`config.mk`:
```
export PLATFORM = sky130hd
export DESIGN_NAME = full_adder_flat
export DESIGN_NICKNAME = d
export VERILOG_FILES = /design/src/rtl/full_adder_pkg.sv /design/src/rtl/full_adder_if.sv /design/src/rtl/full_adder_fa_cell.sv /design/src/rtl/full_adder.sv /design/src/flat_wrapper.sv
export SDC_FILE = /design/constraint.sdc
export NUM_CORES = 1
export LEC_CHECK = 0
export CORE_AREA = 2 2 39 41
export CTS_CLUSTER_SIZE = 25
export DETAILED_ROUTE_END_ITERATION = 6
export DIE_AREA = 0 0 41 43
export GPL_TIMING_DRIVEN = 0
export PLACE_DENSITY = 0.79
export SLEW_MARGIN = 20
export SYNTH_ARGS = -nofsm -noshare
export SYNTH_HDL_FRONTEND = slang
export SYNTH_SLANG_ARGS = --single-unit
```
`constraint.sdc`:
```
create_clock -name clock -period 4.2 [get_ports clock]
set_input_delay 1.05 -clock clock [delete_from_list [all_inputs] [get_ports clock]]
set_output_delay 1.05 -clock clock [all_outputs]
set_load 0.03 [all_outputs]
```
`src/rtl/full_adder_pkg.sv`:
```
// -----------------------------------------------------------------------------
// full_adder_pkg
// Shared constants and helpers for the ripple-carry adder slice.
//   DEFAULT_WIDTH  default operand/sum width
//   DEFAULT_CNT_W  default width of the carry-out event counter
//   signed_ovf()   signed overflow from the carries around the MSB cell
// -----------------------------------------------------------------------------
package full_adder_pkg;

   localparam int DEFAULT_WIDTH = 1;
   localparam int DEFAULT_CNT_W = 8;

   // Two's-complement overflow: the MSB cell saw a carry in that differs from
   // its carry out.
   function automatic logic signed_ovf(input logic c_into_msb, input logic c_out_msb);
      return c_into_msb ^ c_out_msb;
   endfunction

endpackage

```
`src/rtl/full_adder_if.sv`:
```
// -----------------------------------------------------------------------------
// full_adder_if
// Bundles the operand inputs and every result output of full_adder.
//   a, b, ci            operands and carry in (driven by the master)
//   s, co, ovf          combinational result
//   s_q, co_q, ovf_q    registered result
//   co_count            saturating count of edges with co=1
// Modports: master drives operands, slave (the adder) drives results.
// -----------------------------------------------------------------------------
interface full_adder_if
   import full_adder_pkg::*;
#(
   parameter int WIDTH = DEFAULT_WIDTH,
   parameter int CNT_W = DEFAULT_CNT_W
);

   logic [WIDTH-1:0] a;
   logic [WIDTH-1:0] b;
   logic             ci;
   logic [WIDTH-1:0] s;
   logic             co;
   logic             ovf;
   logic [WIDTH-1:0] s_q;
   logic             co_q;
   logic             ovf_q;
   logic [CNT_W-1:0] co_count;

   modport master (
      output a, b, ci,
      input  s, co, ovf, s_q, co_q, ovf_q, co_count
   );

   modport slave (
      input  a, b, ci,
      output s, co, ovf, s_q, co_q, ovf_q, co_count
   );

endinterface

```
`src/rtl/full_adder_fa_cell.sv`:
```
// -----------------------------------------------------------------------------
// fa_cell
// One-bit full adder, the building block of the ripple chain.
//   a, b  operand bits
//   ci    carry in
//   s     sum bit
//   co    carry out (majority of a, b, ci)
// -----------------------------------------------------------------------------
module fa_cell (
   input  logic a,
   input  logic b,
   input  logic ci,
   output logic s,
   output logic co
);

   assign s  = a ^ b ^ ci;
   assign co = (a & b) | (a & ci) | (b & ci);

endmodule

```
`src/rtl/full_adder.sv`:
```
// -----------------------------------------------------------------------------
// full_adder
// Parameterizable ripple-carry adder with registered result copies, a signed
// overflow flag and a saturating carry-out event counter.
//   clock     rising-edge clock for all registers
//   reset_n   asynchronous active-low reset of the registered outputs
//   bus       full_adder_if.slave: a, b, ci in; s, co, ovf (combinational),
//             s_q, co_q, ovf_q (one cycle later), co_count out
// -----------------------------------------------------------------------------
module full_adder
   import full_adder_pkg::*;
#(
   parameter int WIDTH = DEFAULT_WIDTH,
   parameter int CNT_W = DEFAULT_CNT_W
)(
   input  logic       clock,
   input  logic       reset_n,
   full_adder_if.slave bus
);

   localparam logic [CNT_W-1:0] CNT_MAX = {CNT_W{1'b1}};

   logic [WIDTH:0]   c_s;        // c_s[i] is the carry into cell i
   logic [WIDTH-1:0] s_s;
   logic             co_s;
   logic             ovf_s;
   logic [WIDTH-1:0] s_q_r;
   logic             co_q_r;
   logic             ovf_q_r;
   logic [CNT_W-1:0] cnt_r;
   logic [CNT_W-1:0] cnt_nxt_s;

   assign c_s[0] = bus.ci;

   // Ripple chain, LSB first; each cell feeds its carry to the next.
   for (genvar i = 0; i < WIDTH; i++) begin : g_cell
      fa_cell u_cell (
         .a  (bus.a[i]),
         .b  (bus.b[i]),
         .ci (c_s[i]),
         .s  (s_s[i]),
         .co (c_s[i+1])
      );
   end

   assign co_s  = c_s[WIDTH];
   // The carry into the MSB cell is tapped here; at WIDTH=1 that is ci itself.
   assign ovf_s = signed_ovf(c_s[WIDTH-1], c_s[WIDTH]);

   assign bus.s   = s_s;
   assign bus.co  = co_s;
   assign bus.ovf = ovf_s;

   // Next counter value: count carry-out edges, sticking at all-ones.
   always_comb begin
      cnt_nxt_s = cnt_r;
      if ((co_s == 1'b1) && (cnt_r != CNT_MAX)) begin
         cnt_nxt_s = cnt_r + CNT_W'(1);
      end else begin
         cnt_nxt_s = cnt_r;
      end
   end

   // Result and counter registers, cleared asynchronously by reset_n.
   always_ff @(posedge clock or negedge reset_n) begin
      if (!reset_n) begin
         s_q_r   <= '0;
         co_q_r  <= 1'b0;
         ovf_q_r <= 1'b0;
         cnt_r   <= '0;
      end else begin
         s_q_r   <= s_s;
         co_q_r  <= co_s;
         ovf_q_r <= ovf_s;
         cnt_r   <= cnt_nxt_s;
      end
   end

   assign bus.s_q      = s_q_r;
   assign bus.co_q     = co_q_r;
   assign bus.ovf_q    = ovf_q_r;
   assign bus.co_count = cnt_r;

endmodule

```
`src/flat_wrapper.sv`:
```
// flat-port wrapper written by rule: the top's interface ports become plain ports
module full_adder_flat import full_adder_pkg::*;
#(
   parameter int WIDTH = DEFAULT_WIDTH,
   parameter int CNT_W = DEFAULT_CNT_W
)
  (clock, reset_n, bus_a, bus_b, bus_ci, bus_s, bus_co, bus_ovf, bus_s_q, bus_co_q, bus_ovf_q, bus_co_count);
  full_adder_if #(.WIDTH(WIDTH), .CNT_W(CNT_W)) bus_i ();
  input  logic clock;
  input  logic reset_n;
  input wire logic [$bits(bus_i.a)-1:0] bus_a;
  input wire logic [$bits(bus_i.b)-1:0] bus_b;
  input wire logic [$bits(bus_i.ci)-1:0] bus_ci;
  output wire logic [$bits(bus_i.s)-1:0] bus_s;
  output wire logic [$bits(bus_i.co)-1:0] bus_co;
  output wire logic [$bits(bus_i.ovf)-1:0] bus_ovf;
  output wire logic [$bits(bus_i.s_q)-1:0] bus_s_q;
  output wire logic [$bits(bus_i.co_q)-1:0] bus_co_q;
  output wire logic [$bits(bus_i.ovf_q)-1:0] bus_ovf_q;
  output wire logic [$bits(bus_i.co_count)-1:0] bus_co_count;
  assign bus_i.a = bus_a;
  assign bus_i.b = bus_b;
  assign bus_i.ci = bus_ci;
  assign bus_s = bus_i.s;
  assign bus_co = bus_i.co;
  assign bus_ovf = bus_i.ovf;
  assign bus_s_q = bus_i.s_q;
  assign bus_co_q = bus_i.co_q;
  assign bus_ovf_q = bus_i.ovf_q;
  assign bus_co_count = bus_i.co_count;
  full_adder #(.WIDTH(WIDTH), .CNT_W(CNT_W)) u_core (.clock(clock), .reset_n(reset_n), .bus(bus_i));
endmodule
```
* After elaboration in Yosys (flattened, before gate mapping)
Cells that the tools add are included.
** Storage, ports and cells
- Output and inout port bits :: 14
- Bits in registers :: 11
- Word-level logic and storage cells :: 15
- Input port bits :: 5
** Operators by class
- Reductions and logical operators :: 1
- $add $sub $neg :: 1
- Equal/unequal tests :: 1
- Bitwise operators :: 8
** Operators with widths (number)
- 8-bit by 1-bit adder with 8-bit output, second input constant :: 1
- 8-bit inequality test, second input constant :: 1
- 1-bit bitwise AND :: 3
- 1-bit XOR :: 3
- 1-bit bitwise OR :: 2
- 1-bit logical AND :: 1

* Logic depth before layout (Yosys ltp)
Gate-level depths: netlist of the first run.
- Depth after elaboration :: 4
- Gate-level depth with buffers :: 4
- Mapped depth without buffers :: 4

* By module
A second synthesis of the first run with hierarchy kept.
** Unflattened totals
- Cell total of the unflattened synthesis :: 40
- Area total of the unflattened synthesis :: 494.2 sq um
** Modules (own cells, without submodules)
- full_adder :: instances 1, cells an instance 39, seq. area each 275.3 sq um, area an instance 474.2 sq um
- fa_cell :: instances 1, cells an instance 1, seq. area each 0.0 sq um, area an instance 20.0 sq um

* Worst setup path before layout of the first run
OpenSTA, ideal clock, no wires.
- Kind :: input to output
- Start point :: in bus_ci
- End point :: out bus_ovf
- Path buffers :: 0
- Cell stages on the path :: 2
- Slack :: 0.827 ns
- Data arrival time :: 2.323 ns
- Required time :: 3.150 ns
- Cell sequence :: fa_1 > xor2_1
** Between the ends
- Word-level cells in the longest chain between the ends :: 4
- Elaborated cells on any way between the ends :: 5
- Classes of those cells :: bitwise: 5
** Ends and longest elaborated chain
- start, declared :: line flat_wrapper.sv:13 : input wire logic [$bits(bus_i.ci)-1:0] bus_ci;
- 1-bit bitwise AND :: line full_adder_fa_cell.sv:18 : assign co = (a & b) | (a & ci) | (b & ci);
- 1-bit bitwise OR (2 in a row) :: line full_adder_fa_cell.sv:18
- 1-bit XOR (*) :: line full_adder_pkg.sv:16 : return c_into_msb ^ c_out_msb;
- end, declared :: line flat_wrapper.sv:16 : output wire logic [$bits(bus_i.ovf)-1:0] bus_ovf;
Every way passes the cells marked *; elsewhere a longest branch is shown, timed or not.

* Worst setup path in the final report of the first run
- Start point :: in bus_ci
- End point :: out bus_s
** Between the ends
- Word-level cells in the longest chain between the ends :: 1
** Ends and longest elaborated chain
- 1-bit XOR :: line full_adder_fa_cell.sv:17 : assign s = a ^ b ^ ci;
- end, declared :: line flat_wrapper.sv:14 : output wire logic [$bits(bus_i.s)-1:0] bus_s;
No other way between the ends.

==> results.json, run 1 <==
{
  "insertion_delay_ps": 270,
  "period_needed_ps": 3820,
  "dr.pass1.iters": 4,
  "dp.cells": 75,
  "synth_xor_area_frac": 0.0342,
  "n_antenna_cell": 0,
  "area_delta_synth_final_pct": 44.7,
  "grt_pass1_vias": 396,
  "cp_common_cell": "clkdlybuf4s50_1",
  "wl_met2_um": 480,
  "htreeDepth": 1,
  "n_fill_cell": 133,
  "clk_pin_slew_ps": 70,
  "port_buffers": 18,
  "status": "complete, no violations",
  "wl_um": 992,
  "clock-sinks": 11,
  "grt_max_degree": 12,
  "die_width_um": 41,
  "hold_violations": 0,
  "timing.final.crit_share": 0.910,
  "place.gp.congestion": 0.714,
  "critical_path_arrival_ps": 2770,
  "internal-power_uw": 288,
  "multi_input_area_um2": 236,
  "syn_area_um2": 512,
  "leakage_nw": 0.300,
  "vias_per_cell": 5.19,
  "top_layer": "met4",
  "yosysTopAreaCell": "dfrtp_1",
  "synthAdderAreaFrac": 0.0636,
  "synth_warnings": 0,
  "m1WireLength_um": 397,
  "root_buffer": "clkbuf_4",
  "synth_area_leaders": "dfrtp_1, mux2_2, nand2_1",
  "dpl.hpwl_um": 744,
  "avgSynthCellArea_um2": 12.5,
  "end_kind": "output pin",
  "synth_top_area_share": 0.538,
  "critPathSlowestCell": "clkdlybuf4s50_1",
  "post_cts_buffers": 0,
  "report.final.slew_viol_count": 0,
  "row_count": 14,
  "start_kind": "primary input",
  "powerDensity_nw_per_um2": 676,
  "netlist_instances": 41,
  "crit_type": "primary input to output pin",
  "synthSimpleGateAreaFrac": 0.152,
  "synthMuxAreaShare": 0.110,
  "critPathRequiredTime_ps": 3150,
  "fin_nets": 71,
  "layout-drive-gt1-share": 0.143,
  "wl_per_cell_um": 12.6,
  "fin_util": 0.535,
  "syn_nets": 48,
  "final_antenna_net_count": 0,
  "cts-buffers-inserted": 3,
  "switching_power_uw": 213,
  "fin_worst_skew_ps": 0.408,
  "combinationalPowerShare": 0.493,
  "hp-class": "flip-flop to flip-flop",
  "remaining_drc_errors": 0,
  "fp.dieH_um": 43,
  "grt_overflow": 0,
  "p_sw_frac": 0.425,
  "p_seq_frac": 0.363,
  "pin_count": 19,
  "synth_compound_area_frac": 0.103,
  "grt_pass1_wl_um": 1660,
  "regArea_um2": 275,
  "coreArea_um2": 1380,
  "vias": 410,
  "peakVddDrop_mv": 0.303,
  "slew_headroom": 0.674,
  "cp_cell_sequence": "clkdlybuf4s50_1 -> fa_1 -> clkdlybuf4s50_1",
  "fmax_mhz": 262,
  "slowest_delay_ps": 670,
  "tns_ps": 0,
  "setup_viol": 0,
  "clkPwrFrac": 0.145,
  "grt_usage": 0.145,
  "cp_num_buf_inv": 2,
  "tritoncts": "done",
  "grt_setup_unrepaired": "no",
  "dr_wl_met3_um": 68,
  "clockBufferDepth": 2,
  "ys_seq_area_frac": 0.538,
  "synth_top_family_by_area": "simple AND/OR/NAND/NOR gates",
  "synth_cell_types": 20,
  "dieArea_um2": 1760,
  "antenna_found_initial": 0,
  "start_util": 0.370,
  "ys_ff_latch": 11,
  "layout.cells.non_filler": 79,
  "first_iter_violations": 8,
  "crit_fanout": 2,
  "cp_top_family": "buffers and inverters",
  "max_slew.worst_pin.slew_ps": 488,
  "cap_violations": 0
}
## sequential cells by signal, summed over array words and instances, names as in the netlist
register             flops
u_core.bus.ovf_q         1
u_core.bus.co_q          1
u_core.bus.co_count      8
u_core.bus.s_q           1
## placed cells by master, fill, tap and decap left out, types with 2 or more instances in the layout
master | Yosys | routed
nand3_1 | 2 | 2
o21a_1 | 2 | 2
mux2_2 | 3 | 3
dfrtp_1 | 11 | 11
nand2_1 | 7 | 7
mux2_1 | 2 | 2
clkbuf_4 | 0 | 3
clkdlybuf4s50_1 | 0 | 17
## metal layers
metal | track usage | vias to the layer above
met2 | 0.216 | 16
met1 | 0.166 | 193
met5 | 0 | -
li1 | - | 196
met4 | 0.120 | 0
met3 | 0.0314 | 5
## final timing paths
kind / startpoint / to / slack (ps) / cells past startpoint
max: bus_ci / bus_s / 380 / 3
min: u_core.bus.co_count[0] / u_core.bus.co_count[0] / 540 / 1
max reg2reg: u_core.bus.co_count[0] / u_core.bus.co_count[1] / 2580 / 4
min reg2reg: u_core.bus.co_count[0] / u_core.bus.co_count[0] / 540 / 1
max in group asynchronous: reset_n / u_core.bus.co_count[5] / 2770 / 1
min in group asynchronous: reset_n / u_core.bus.co_count[2] / 1110 / 1
## worst register-to-register path: cells and delay by family (launching register included)
family	cells	cell delay (ps)
compound gates	1	360
fa+ha+maj	1	230
flops	1	410
mux	1	350
simple gates	1	150
## logic make-up (layout without fill, tap and decap cells)
kind of cell,after synthesis,count (layout)
AOI/OAI and AO/OA,7,7
xor gates and xnor gates,2,2
adders and majority gates,2,2
buffers and inverters,0,22
DFF,11,11
muxes,5,5
and+or+nand+nor,14,14
## synthesized netlist by cell type, drive strengths merged
| master | number |
|---|---|
| xnor2 | 1 |
| and4 | 1 |
| mux2 | 5 |
| xor2 | 1 |
| a31oi | 1 |
| fa | 1 |
| nor3 | 1 |
| ha | 1 |
| o311ai | 1 |
| o21a | 2 |
| nor3b | 1 |
| o31ai | 1 |
| dfrtp | 11 |
| o21ai | 1 |
| a21oi | 1 |
| nand2b | 1 |
| nand2 | 7 |
| nand4 | 1 |
| nand3 | 2 |
## stage by stage
| stage | hold slack [ps] | total power [mW] | worst slack [ps] | cell area, µm² |
|---|---|---|---|---|
| floorplan | 691 | 0.331 | 827 | 512 |
| global placement | 519 | 0.427 | 89.9 | 712 |
| detailed placement | 526 | 0.433 | 54.5 | 712 |
| CTS | 544 | 0.508 | 64.5 | 738 |
| global route | 572 | 0.534 | 300 | 741 |
| finish | 543 | 0.501 | 380 | 741 |
## power by group through the flow
stage          clock (mW)  sequential, mW  combinational [mW]
2_1_floorplan           0           0.248              0.0831
3_3_place_gp            0           0.182               0.244
3_5_place_dp            0           0.184               0.249
4_1_cts            0.0757           0.182               0.251
5_1_grt            0.0781           0.190               0.266
6_report           0.0725           0.182               0.247
## timing repair
action                     4_1_cts  5_1_grt
resized for setup                0        1
setup endpoints to repair        0        1
hold buffers                     0        0
## layout make-up
class / instances / share of cell area
multi-input cells: 30 / 0.319
flip-flops and latches: 11 / 0.372
well taps: 16 / 0.0270
repair buffers: 18 / 0.247
clock buffers: 4 / 0.0355
(Power assumes the default switching activity.)
==> run 2: changes to the inputs <==
--- a/config.mk
+++ b/config.mk
@@ -11,6 +11,7 @@
 export DIE_AREA = 0 0 41 43
 export GPL_TIMING_DRIVEN = 0
 export PLACE_DENSITY = 0.79
+export SKIP_CTS_REPAIR_TIMING = 1
 export SLEW_MARGIN = 20
 export SYNTH_ARGS = -nofsm -noshare
 export SYNTH_HDL_FRONTEND = slang
==> results of run 2 <==
Same layout as run 1: the final DEF is identical, and so are final timing and power.
